[config.mk]
export PLATFORM = sky130hd
export DESIGN_NAME = load_store_unit_flat
export DESIGN_NICKNAME = d
export VERILOG_FILES = /design/src/rtl/load_store_unit_if.sv /design/src/rtl/load_store_unit.sv /design/src/flat_wrapper.sv
export SDC_FILE = /design/constraint.sdc
export NUM_CORES = 1
export LEC_CHECK = 0
export ABC_AREA = 1
export BUFFER_PORTS_ARGS = -buffer_cell sky130_fd_sc_hd__buf_2
export CELL_PAD_IN_SITES_DETAIL_PLACEMENT = 0
export CELL_PAD_IN_SITES_GLOBAL_PLACEMENT = 1
export CORE_MARGIN = 5
export CORE_UTILIZATION = 31
export DETAILED_ROUTE_END_ITERATION = 7
export PLACE_DENSITY = 0.77
export SETUP_SLACK_MARGIN = 0.02
export SLEW_MARGIN = 30
export SYNTH_ARGS = -nofsm -noshare
export SYNTH_HDL_FRONTEND = slang
export SYNTH_SLANG_ARGS = --single-unit
[constraint.sdc]
create_clock -name clk -period 1.38 [get_ports clk]
set_input_delay 0.069 -clock clk [delete_from_list [all_inputs] [get_ports clk]]
set_output_delay 0.069 -clock clk [all_outputs]
set_load 0.02 [all_outputs]
[src/rtl/load_store_unit_if.sv]
// Request, data-memory and response signals of the load/store unit.
// Signal names keep their _i/_o suffixes as seen from the LSU.
interface load_store_unit_if #(
    parameter int unsigned ADDR_WIDTH = 32
);
    logic                  req_valid_i;
    logic                  req_ready_o;
    logic                  req_we_i;
    logic [1:0]            req_size_i;
    logic                  req_unsigned_i;
    logic [ADDR_WIDTH-1:0] req_addr_i;
    logic [31:0]           req_wdata_i;
    logic [4:0]            req_rd_i;

    logic                  dmem_valid_o;
    logic                  dmem_ready_i;
    logic [ADDR_WIDTH-1:0] dmem_addr_o;
    logic [31:0]           dmem_wdata_o;
    logic [3:0]            dmem_we_o;
    logic [31:0]           dmem_rdata_i;

    logic                  rsp_valid_o;
    logic                  rsp_we_o;
    logic [4:0]            rsp_rd_o;
    logic [31:0]           rsp_rdata_o;
    logic                  misalign_o;

    // LSU side
    modport slave (
        input  req_valid_i, req_we_i, req_size_i, req_unsigned_i, req_addr_i,
               req_wdata_i, req_rd_i, dmem_ready_i, dmem_rdata_i,
        output req_ready_o, dmem_valid_o, dmem_addr_o, dmem_wdata_o, dmem_we_o,
               rsp_valid_o, rsp_we_o, rsp_rd_o, rsp_rdata_o, misalign_o
    );

    // Execute stage / memory side
    modport master (
        output req_valid_i, req_we_i, req_size_i, req_unsigned_i, req_addr_i,
               req_wdata_i, req_rd_i, dmem_ready_i, dmem_rdata_i,
        input  req_ready_o, dmem_valid_o, dmem_addr_o, dmem_wdata_o, dmem_we_o,
               rsp_valid_o, rsp_we_o, rsp_rd_o, rsp_rdata_o, misalign_o
    );
endinterface

[src/rtl/load_store_unit.sv]
// Load/store unit: one outstanding access, IDLE -> BUSY -> RESP -> IDLE.
// Optional feature: define LSU_MISALIGN_TRAP_EN to trap misaligned half/word
// accesses (no memory access, response with misalign_o = 1).
module load_store_unit #(
    parameter int unsigned ADDR_WIDTH = 32
) (
    input  logic                 clk,
    input  logic                 rst_n,
    load_store_unit_if.slave     bus
);
    typedef enum logic [1:0] {IDLE, BUSY, RESP} state_e;

    state_e                state_q, state_d;
    logic                  ready_q, ready_d;
    logic                  dvalid_q, dvalid_d;
    logic [ADDR_WIDTH-1:0] daddr_q, daddr_d;
    logic [31:0]           dwdata_q, dwdata_d;
    logic [3:0]            dbe_q, dbe_d;
    logic                  rvalid_q, rvalid_d;
    logic                  rwe_q, rwe_d;
    logic [4:0]            rrd_q, rrd_d;
    logic [31:0]           rdata_q, rdata_d;
    logic                  mis_q, mis_d;
    logic                  we_q, we_d;
    logic [1:0]            size_q, size_d;
    logic                  uns_q, uns_d;
    logic [1:0]            off_q, off_d;
    logic [4:0]            rd_q, rd_d;

    logic                  mis_c;
    logic [7:0]            lane_b;
    logic [15:0]           lane_h;
    logic [31:0]           ld_ext;

    // Misalignment detect on the incoming request
`ifdef LSU_MISALIGN_TRAP_EN
    assign mis_c = ((bus.req_size_i == 2'b01) && bus.req_addr_i[0]) ||
                   (bus.req_size_i[1] && (bus.req_addr_i[1:0] != 2'b00));
`else
    assign mis_c = 1'b0;
`endif

    // Lane select and sign/zero extension of the returned memory word
    always_comb begin
        lane_b = 8'h00;
        case (off_q)
            2'd0:    lane_b = bus.dmem_rdata_i[7:0];
            2'd1:    lane_b = bus.dmem_rdata_i[15:8];
            2'd2:    lane_b = bus.dmem_rdata_i[23:16];
            default: lane_b = bus.dmem_rdata_i[31:24];
        endcase
        lane_h = off_q[1] ? bus.dmem_rdata_i[31:16] : bus.dmem_rdata_i[15:0];
        case (size_q)
            2'b00:   ld_ext = uns_q ? {24'h0, lane_b} : {{24{lane_b[7]}}, lane_b};
            2'b01:   ld_ext = uns_q ? {16'h0, lane_h} : {{16{lane_h[15]}}, lane_h};
            default: ld_ext = bus.dmem_rdata_i;
        endcase
    end

    // Next-state and registered-output logic
    always_comb begin
        state_d  = state_q;
        dvalid_d = dvalid_q;
        daddr_d  = daddr_q;
        dwdata_d = dwdata_q;
        dbe_d    = dbe_q;
        rvalid_d = 1'b0;
        rwe_d    = 1'b0;
        rrd_d    = rrd_q;
        rdata_d  = rdata_q;
        mis_d    = 1'b0;
        we_d     = we_q;
        size_d   = size_q;
        uns_d    = uns_q;
        off_d    = off_q;
        rd_d     = rd_q;
        case (state_q)
            IDLE: begin
                if (bus.req_valid_i) begin
                    we_d    = bus.req_we_i;
                    size_d  = bus.req_size_i;
                    uns_d   = bus.req_unsigned_i;
                    off_d   = bus.req_addr_i[1:0];
                    rd_d    = bus.req_rd_i;
                    daddr_d = {bus.req_addr_i[ADDR_WIDTH-1:2], 2'b00};
                    case (bus.req_size_i)
                        2'b00: begin
                            dwdata_d = {4{bus.req_wdata_i[7:0]}};
                            dbe_d    = 4'b0001 << bus.req_addr_i[1:0];
                        end
                        2'b01: begin
                            dwdata_d = {2{bus.req_wdata_i[15:0]}};
                            dbe_d    = 4'b0011 << {bus.req_addr_i[1], 1'b0};
                        end
                        default: begin
                            dwdata_d = bus.req_wdata_i;
                            dbe_d    = 4'b1111;
                        end
                    endcase
                    if (!bus.req_we_i) begin
                        dbe_d = 4'b0000;
                    end
                    if (mis_c) begin
                        // Trap: skip the memory access entirely
                        state_d  = RESP;
                        dvalid_d = 1'b0;
                        rvalid_d = 1'b1;
                        mis_d    = 1'b1;
                        rrd_d    = bus.req_rd_i;
                        rdata_d  = 32'h0;
                    end else begin
                        state_d  = BUSY;
                        dvalid_d = 1'b1;
                    end
                end
            end
            BUSY: begin
                if (bus.dmem_ready_i) begin
                    state_d  = RESP;
                    dvalid_d = 1'b0;
                    rvalid_d = 1'b1;
                    rwe_d    = !we_q && (rd_q != 5'd0);
                    rrd_d    = rd_q;
                    rdata_d  = we_q ? 32'h0 : ld_ext;
                end
            end
            default: begin
                state_d = IDLE;
            end
        endcase
        ready_d = (state_d == IDLE);
    end

    // State and output registers
    always_ff @(posedge clk or negedge rst_n) begin
        if (!rst_n) begin
            state_q  <= IDLE;
            ready_q  <= 1'b1;
            dvalid_q <= 1'b0;
            daddr_q  <= '0;
            dwdata_q <= 32'h0;
            dbe_q    <= 4'h0;
            rvalid_q <= 1'b0;
            rwe_q    <= 1'b0;
            rrd_q    <= 5'd0;
            rdata_q  <= 32'h0;
            mis_q    <= 1'b0;
            we_q     <= 1'b0;
            size_q   <= 2'b00;
            uns_q    <= 1'b0;
            off_q    <= 2'b00;
            rd_q     <= 5'd0;
        end else begin
            state_q  <= state_d;
            ready_q  <= ready_d;
            dvalid_q <= dvalid_d;
            daddr_q  <= daddr_d;
            dwdata_q <= dwdata_d;
            dbe_q    <= dbe_d;
            rvalid_q <= rvalid_d;
            rwe_q    <= rwe_d;
            rrd_q    <= rrd_d;
            rdata_q  <= rdata_d;
            mis_q    <= mis_d;
            we_q     <= we_d;
            size_q   <= size_d;
            uns_q    <= uns_d;
            off_q    <= off_d;
            rd_q     <= rd_d;
        end
    end

    assign bus.req_ready_o  = ready_q;
    assign bus.dmem_valid_o = dvalid_q;
    assign bus.dmem_addr_o  = daddr_q;
    assign bus.dmem_wdata_o = dwdata_q;
    assign bus.dmem_we_o    = dbe_q;
    assign bus.rsp_valid_o  = rvalid_q;
    assign bus.rsp_we_o     = rwe_q;
    assign bus.rsp_rd_o     = rrd_q;
    assign bus.rsp_rdata_o  = rdata_q;
    assign bus.misalign_o   = mis_q;
endmodule

[src/flat_wrapper.sv]
// flat-port wrapper written by rule: the top's interface ports become plain ports
module load_store_unit_flat 
#(
    parameter int unsigned ADDR_WIDTH = 32
)
  (clk, rst_n, bus_req_valid_i, bus_req_we_i, bus_req_size_i, bus_req_unsigned_i, bus_req_addr_i, bus_req_wdata_i, bus_req_rd_i, bus_dmem_ready_i, bus_dmem_rdata_i, bus_req_ready_o, bus_dmem_valid_o, bus_dmem_addr_o, bus_dmem_wdata_o, bus_dmem_we_o, bus_rsp_valid_o, bus_rsp_we_o, bus_rsp_rd_o, bus_rsp_rdata_o, bus_misalign_o);
  load_store_unit_if #(.ADDR_WIDTH(ADDR_WIDTH)) bus_i ();
  input  logic clk;
  input  logic rst_n;
  input wire logic [$bits(bus_i.req_valid_i)-1:0] bus_req_valid_i;
  input wire logic [$bits(bus_i.req_we_i)-1:0] bus_req_we_i;
  input wire logic [$bits(bus_i.req_size_i)-1:0] bus_req_size_i;
  input wire logic [$bits(bus_i.req_unsigned_i)-1:0] bus_req_unsigned_i;
  input wire logic [$bits(bus_i.req_addr_i)-1:0] bus_req_addr_i;
  input wire logic [$bits(bus_i.req_wdata_i)-1:0] bus_req_wdata_i;
  input wire logic [$bits(bus_i.req_rd_i)-1:0] bus_req_rd_i;
  input wire logic [$bits(bus_i.dmem_ready_i)-1:0] bus_dmem_ready_i;
  input wire logic [$bits(bus_i.dmem_rdata_i)-1:0] bus_dmem_rdata_i;
  output wire logic [$bits(bus_i.req_ready_o)-1:0] bus_req_ready_o;
  output wire logic [$bits(bus_i.dmem_valid_o)-1:0] bus_dmem_valid_o;
  output wire logic [$bits(bus_i.dmem_addr_o)-1:0] bus_dmem_addr_o;
  output wire logic [$bits(bus_i.dmem_wdata_o)-1:0] bus_dmem_wdata_o;
  output wire logic [$bits(bus_i.dmem_we_o)-1:0] bus_dmem_we_o;
  output wire logic [$bits(bus_i.rsp_valid_o)-1:0] bus_rsp_valid_o;
  output wire logic [$bits(bus_i.rsp_we_o)-1:0] bus_rsp_we_o;
  output wire logic [$bits(bus_i.rsp_rd_o)-1:0] bus_rsp_rd_o;
  output wire logic [$bits(bus_i.rsp_rdata_o)-1:0] bus_rsp_rdata_o;
  output wire logic [$bits(bus_i.misalign_o)-1:0] bus_misalign_o;
  assign bus_i.req_valid_i = bus_req_valid_i;
  assign bus_i.req_we_i = bus_req_we_i;
  assign bus_i.req_size_i = bus_req_size_i;
  assign bus_i.req_unsigned_i = bus_req_unsigned_i;
  assign bus_i.req_addr_i = bus_req_addr_i;
  assign bus_i.req_wdata_i = bus_req_wdata_i;
  assign bus_i.req_rd_i = bus_req_rd_i;
  assign bus_i.dmem_ready_i = bus_dmem_ready_i;
  assign bus_i.dmem_rdata_i = bus_dmem_rdata_i;
  assign bus_req_ready_o = bus_i.req_ready_o;
  assign bus_dmem_valid_o = bus_i.dmem_valid_o;
  assign bus_dmem_addr_o = bus_i.dmem_addr_o;
  assign bus_dmem_wdata_o = bus_i.dmem_wdata_o;
  assign bus_dmem_we_o = bus_i.dmem_we_o;
  assign bus_rsp_valid_o = bus_i.rsp_valid_o;
  assign bus_rsp_we_o = bus_i.rsp_we_o;
  assign bus_rsp_rd_o = bus_i.rsp_rd_o;
  assign bus_rsp_rdata_o = bus_i.rsp_rdata_o;
  assign bus_misalign_o = bus_i.misalign_o;
  load_store_unit #(.ADDR_WIDTH(ADDR_WIDTH)) u_core (.clk(clk), .rst_n(rst_n), .bus(bus_i));
endmodule
# Word-level counts from Yosys, hierarchy flattened
# Index checks and enable logic that the tools add are counted.
# word_totals
regBits,120
latch_bits,0
ramBits,0
rom_bits,0
memories,0
# classes
add_sub_neg,0
n_mul,0
div,0
magnitude_cmp,0
n_eq_ne,7
n_shift,2
mux,19
bitwise_logic,0
reduce_logical,12
# op_table
op,n
one-hot mux 32 bit (2 select lines),2
2-to-1 mux 32 bit,3
one-hot mux 8 bit (3 select lines),1
2-to-1 mux 16 bit,1
zero test 2 bit,5
== test 2 x 1 -> 1 bit (second input constant),4
one-hot mux 4 bit (2 select lines),1
2-to-1 mux 1 bit,6
nonzero test 5 bit,1
2-to-1 mux 2 bit,2
2-to-1 mux 4 bit,1
inequality test 2 bit (second input constant),2
one-hot mux 2 bit (2 select lines),1
AND reduction 2 bit,2
left shift 1 x 2 -> 4 bit (first input constant),1
left shift 2 x 2 -> 4 bit (first input constant),1
AND reduction 3 bit,1
== test 2 bit (second input constant),1
one-hot mux 1 bit (2 select lines),1
nonzero test 2 bit,1
logical AND 1 bit,1
zero test 1 bit,1

# Depth between registers and ports, before layout
# logic_depth
depth_word,5
mapped_depth,9
depth_no_buf,8

# Worst setup path before layout
# No wires, ideal clock.
# synth_timing
path_type,register to register
startpoint,register u_core.size_q[0]
endpoint,register u_core.rdata_q[25] (netlist: u_core.bus.rsp_rdata_o[25])
setup_time_ns,0.065
arrival_ns,1.316
required_time_ns,1.315
slack_ns,-0.001
path_stages_with_launch,9
period_less_slack_ns,1.381
cell_sequence,dfrtp_1 -> or2_0 -> buf_6 -> nor2_4 -> nand3_4 -> nand3_4 -> buf_12 -> nand2_2 -> nand2_2
# synth_via
elab_chain_len,3
word_cells_on_any_way,4
classes_between,1 x eq/ne; 2 x mux; 1 x reduce/logical
# synth_lines
item,line,text
"start, declared",load_store_unit.sv:25,"logic [1:0] size_q, size_d;"
"start signal, assigned",load_store_unit.sv:166,size_q <= size_d;
== test 2 x 1 -> 1 bit or zero test 2 bit (tied branches),load_store_unit.sv:53,case (size_q)
one-hot mux 32 bit (2 select lines) (*),load_store_unit.sv:53,
2-to-1 mux 32 bit (*),load_store_unit.sv:124,rdata_d = we_q ? 32'h0 : ld_ext;
"end signal, assigned",load_store_unit.sv:163,rdata_q <= rdata_d;
"end, declared",load_store_unit.sv:22,"logic [31:0] rdata_q, rdata_d;"
# Mark *: on every way between the ends. The rest lies on a longest branch, timed or not.
# A chain may end at the register's enable or synchronous reset.

# Worst setup path in the final report
# layout_timing
startpoint,register u_core.off_q[1]
endpoint,register u_core.rdata_q[12] (netlist: u_core.bus.rsp_rdata_o[12])
# layout_via
elab_chain_len,5
word_cells_on_any_way,9
classes_between,2 x eq/ne; 6 x mux; 1 x reduce/logical
# layout_lines
item,line,text
"start, declared",load_store_unit.sv:27,"logic [1:0] off_q, off_d;"
"start signal, assigned",load_store_unit.sv:151,off_q <= 2'b00;
"start signal, assigned",load_store_unit.sv:168,off_q <= off_d;
"== test 2 bit, or another cell as far along",load_store_unit.sv:46,case (off_q)
one-hot mux 8 bit (3 select lines),load_store_unit.sv:46,
2-to-1 mux 32 bit,load_store_unit.sv:54,"2'b00: ld_ext = uns_q ? {24'h0, lane_b} : {{24{lane_b[7]}}, lane_b};"
one-hot mux 32 bit (2 select lines) (*),load_store_unit.sv:53,
2-to-1 mux 32 bit (*),load_store_unit.sv:124,
# Marked as above.

==> flow_metrics.env <==
export IMPL_max_cap_violations=0
export IMPL_status="complete, but fails checks"
export IMPL_antenna_left=0
export IMPL_fp_dieH_microns=145
export IMPL_final_fill_count=1761
export IMPL_synth_area_sq_um=5610
export IMPL_gr_total_overflow=0
export IMPL_gp_congestion=0.830
export IMPL_final_nets=1140
export IMPL_start_util_pct=31.4
export IMPL_clk_latency_ns=0.41
export IMPL_fin_cells=1273
export IMPL_avgSynthCellArea_sq_um=7.75
export IMPL_grt_max_degree=73
export IMPL_clock_skew_ns=0.0125
export IMPL_row_count=49
export IMPL_antenna_found_initial=0
export IMPL_num_io_pins=219
export IMPL_cts_buffers_inserted=17
export IMPL_timing_fmax_ghz=0.722
export IMPL_clock_sinks=120
export IMPL_syn_to_final_growth_pct=53.4
export IMPL_fin_hold_ws_ns=0.0164
export IMPL_slew_viol_final=0
export IMPL_post_route_min_period_ns=1.39
export IMPL_leakagePower_uw=0.00469
export IMPL_finalWirelength_mm=19.2
export IMPL_syn_inst=724
export IMPL_track_usage_pct=18.4
export IMPL_cp_end_kind="flop"
export IMPL_clk_pin_slew_ns=0.06
export IMPL_dr_first_iter_drc_count=331
export IMPL_violations="setup timing"
export IMPL_final_core_util_pct=48.1
export IMPL_wl_per_cell_microns=15.1
export IMPL_ir_drop_mv=0.953
export IMPL_drt_vias_per_instance=4.54
export IMPL_clk_path_buf_depth=2
export IMPL_power_density_nw_per_um2=2100
export IMPL_die_area_sq_um=20900
export IMPL_num_vias=5781
export IMPL_grt_setup_unrepaired="yes"
export IMPL_grt_pass1_wl_mm=30.2
export IMPL_crit_fanout=8
export IMPL_yosysSeqAreaShare_pct=53.5
export IMPL_dpl_cell_count=1158
export IMPL_start_kind="flop"
export IMPL_criticalPathCategory="flop to flop"
export IMPL_drive_gt1_share_pct=31.1
export IMPL_htreeDepth=4
export IMPL_core_area_sq_um=17900
export IMPL_required_ns=1.73
export IMPL_firstDrtPassIters=5
export IMPL_synth_warnings=0
export IMPL_hpwl_mm=13.5
export IMPL_drc=0
export IMPL_io_buffers=215
export IMPL_cts_tree="built"
export IMPL_fin_crit_sh_pct=100
export IMPL_antenna_cells=0
export IMPL_final_hold_violation_count=0
export IMPL_grt_pass1_vias=5797
export IMPL_yosysUniqueCellTypes=28
export IMPL_hp_class="input port to flop"
export IMPL_fp_dieW_microns=145
export IMPL_setup_violations=1
export IMPL_cp_data_arrival_time_ns=1.73
export IMPL_fin_ws_ns=-0.00519
export IMPL_synth_seq_cells=120
export IMPL_cts_root_buffer_cell="clkbuf_16"
==> layout make-up <==
cell class,count,area [sq um],share of cell area (%)
timing repair buffer,325,2230,25.9
inverter,30,124,1.44
clock buffer,18,429,4.98
tap,229,287,3.33
clock inverter,14,165,1.92
sequential,120,3010,34.9
multi-input combinational,537,2370,27.5
==> through the flow <==
step | setup TNS, ns | setup slack [ns] | total power (uW) | instance area [sq um]
floorplan | 0 | 0.0132 | 10400 | 5630
global placement | -1.45 | -0.0681 | 13100 | 7100
detailed placement | -2.55 | -0.112 | 13200 | 7100
CTS | -0.0425 | -0.0115 | 18100 | 8560
global route | -0.989 | -0.0831 | 19300 | 8610
finish | -0.00519 | -0.00519 | 18000 | 8610
==> critical path: stages, from the launching register on <==
cell	delay [ns]
dfrtp_2	0.45
buf_6	0.15
nor2_4	0.09
nand2_2	0.07
nand3_4	0.08
nand3_4	0.12
buf_6	0.17
nand3_1	0.06
nand2_1	0.06
nand2_1	0.07
==> cells by family after synthesis <==
kind of cell / share of synthesized area, %
AOI/OAI and AO/OA: 10.5
buffers and inverters: 5.64
DFF: 53.5
other: 0.0668
and+or+nand+nor: 30.3
==> synthesized netlist by cell type, drive strengths merged <==
cell type / n / area share, %
nand2: 337 / 23
dfrtp: 119 / 53
a21oi: 66 / 5.9
nor2: 54 / 3.9
o21ai: 44 / 3.9
inv: 28 / 1.9
nand3: 24 / 2.7
clkbuf: 21 / 1.4
buf: 19 / 2.2
o211ai: 4 / 0.53
clkinv: 2 / 0.13
or2: 2 / 0.22
a31oi: 1 / 0.11
conb: 1 / 0.067
dfstp: 1 / 0.47
nor3: 1 / 0.089
==> cells in the final DEF, fill, tap and decap left out, types with 4 or more instances in the layout <==
cell type,netlist,final
inv_1,26,25
nor2_1,50,46
nand2_2,21,27
nand3_1,21,20
buf_4,4,17
nand3_4,2,4
o21ai_1,2,4
o21ai_0,42,39
o211ai_1,4,4
a21oi_1,66,65
buf_2,12,214
nor2_2,3,6
nand2_1,316,310
clkbuf_16,0,17
dlygate4sd3_1,0,81
dfrtp_1,119,117
buf_6,1,4
buf_12,1,9
clkinv_4,0,5
==> routing by layer <==
metal / global-route usage (%) / vias to the layer above / routed length [microns]
li1: - / 2898 / -
met2: 29.9 / 202 / 8960
met4: 5.01 / 0 / 212
met3: 6.15 / 17 / 1770
met5: 0 / - / 0
met1: 23.7 / 2664 / 8260
==> sequential cells by signal, summed over array words and instances, names as in the netlist <==
register / flops
u_core.bus.dmem_wdata_o: 32
u_core.uns_q: 1
u_core.bus.rsp_rdata_o: 32
u_core.we_q: 1
u_core.bus.dmem_valid_o: 1
u_core.bus.rsp_rd_o: 5
u_core.rd_q: 5
u_core.size_q: 2
u_core.off_q: 2
u_core.bus.dmem_we_o: 4
u_core.bus.rsp_we_o: 1
u_core.bus.req_ready_o: 1
u_core.bus.rsp_valid_o: 1
u_core.bus.dmem_addr_o: 30
u_core.state_q: 2
==> power breakdown <==
group	internal (uW)	leakage, uW	switching (uW)	total [uW]
clock	2710	0.000289	1820	4530
combinational	2790	0.00291	4950	7740
sequential	4950	0.00150	830	5780
total	10500	0.00469	7590	18000
==> timing repair <==
item / CTS / global route
hold buffers: 81 / 0
buffers inserted: 1 / 1
endpoints found under the setup margin: 36 / 57
gates resized for setup: 13 / 20
gates cloned: 1 / 0
endpoints found under the hold margin: 204 / 0
pin swaps: 6 / 4
==> path summary, 6_finish.rpt <==
kind / start / end / slack, ns / depth (start not counted)
worst min register to register: u_core.bus.dmem_addr_o[11]$_DFFE_PN0P_ / u_core.bus.dmem_addr_o[11]$_DFFE_PN0P_ / 0.47 / 2
worst min-delay path: bus_dmem_rdata_i[4] / u_core.bus.rsp_rdata_o[4]$_DFFE_PN0P_ / 0.02 / 5
min in group asynchronous: rst_n / u_core.bus.rsp_rdata_o[5]$_DFFE_PN0P_ / 0.24 / 3
worst max register to register: u_core.off_q[1]$_DFFE_PN0P_ / u_core.bus.rsp_rdata_o[12]$_DFFE_PN0P_ / -0.005 / 9
max in group asynchronous: rst_n / u_core.bus.req_ready_o$_DFF_PN1_ / 0.79 / 3
worst max-delay path: u_core.off_q[1]$_DFFE_PN0P_ / u_core.bus.rsp_rdata_o[12]$_DFFE_PN0P_ / -0.005 / 9
Power figures use the tool's default switching activity.
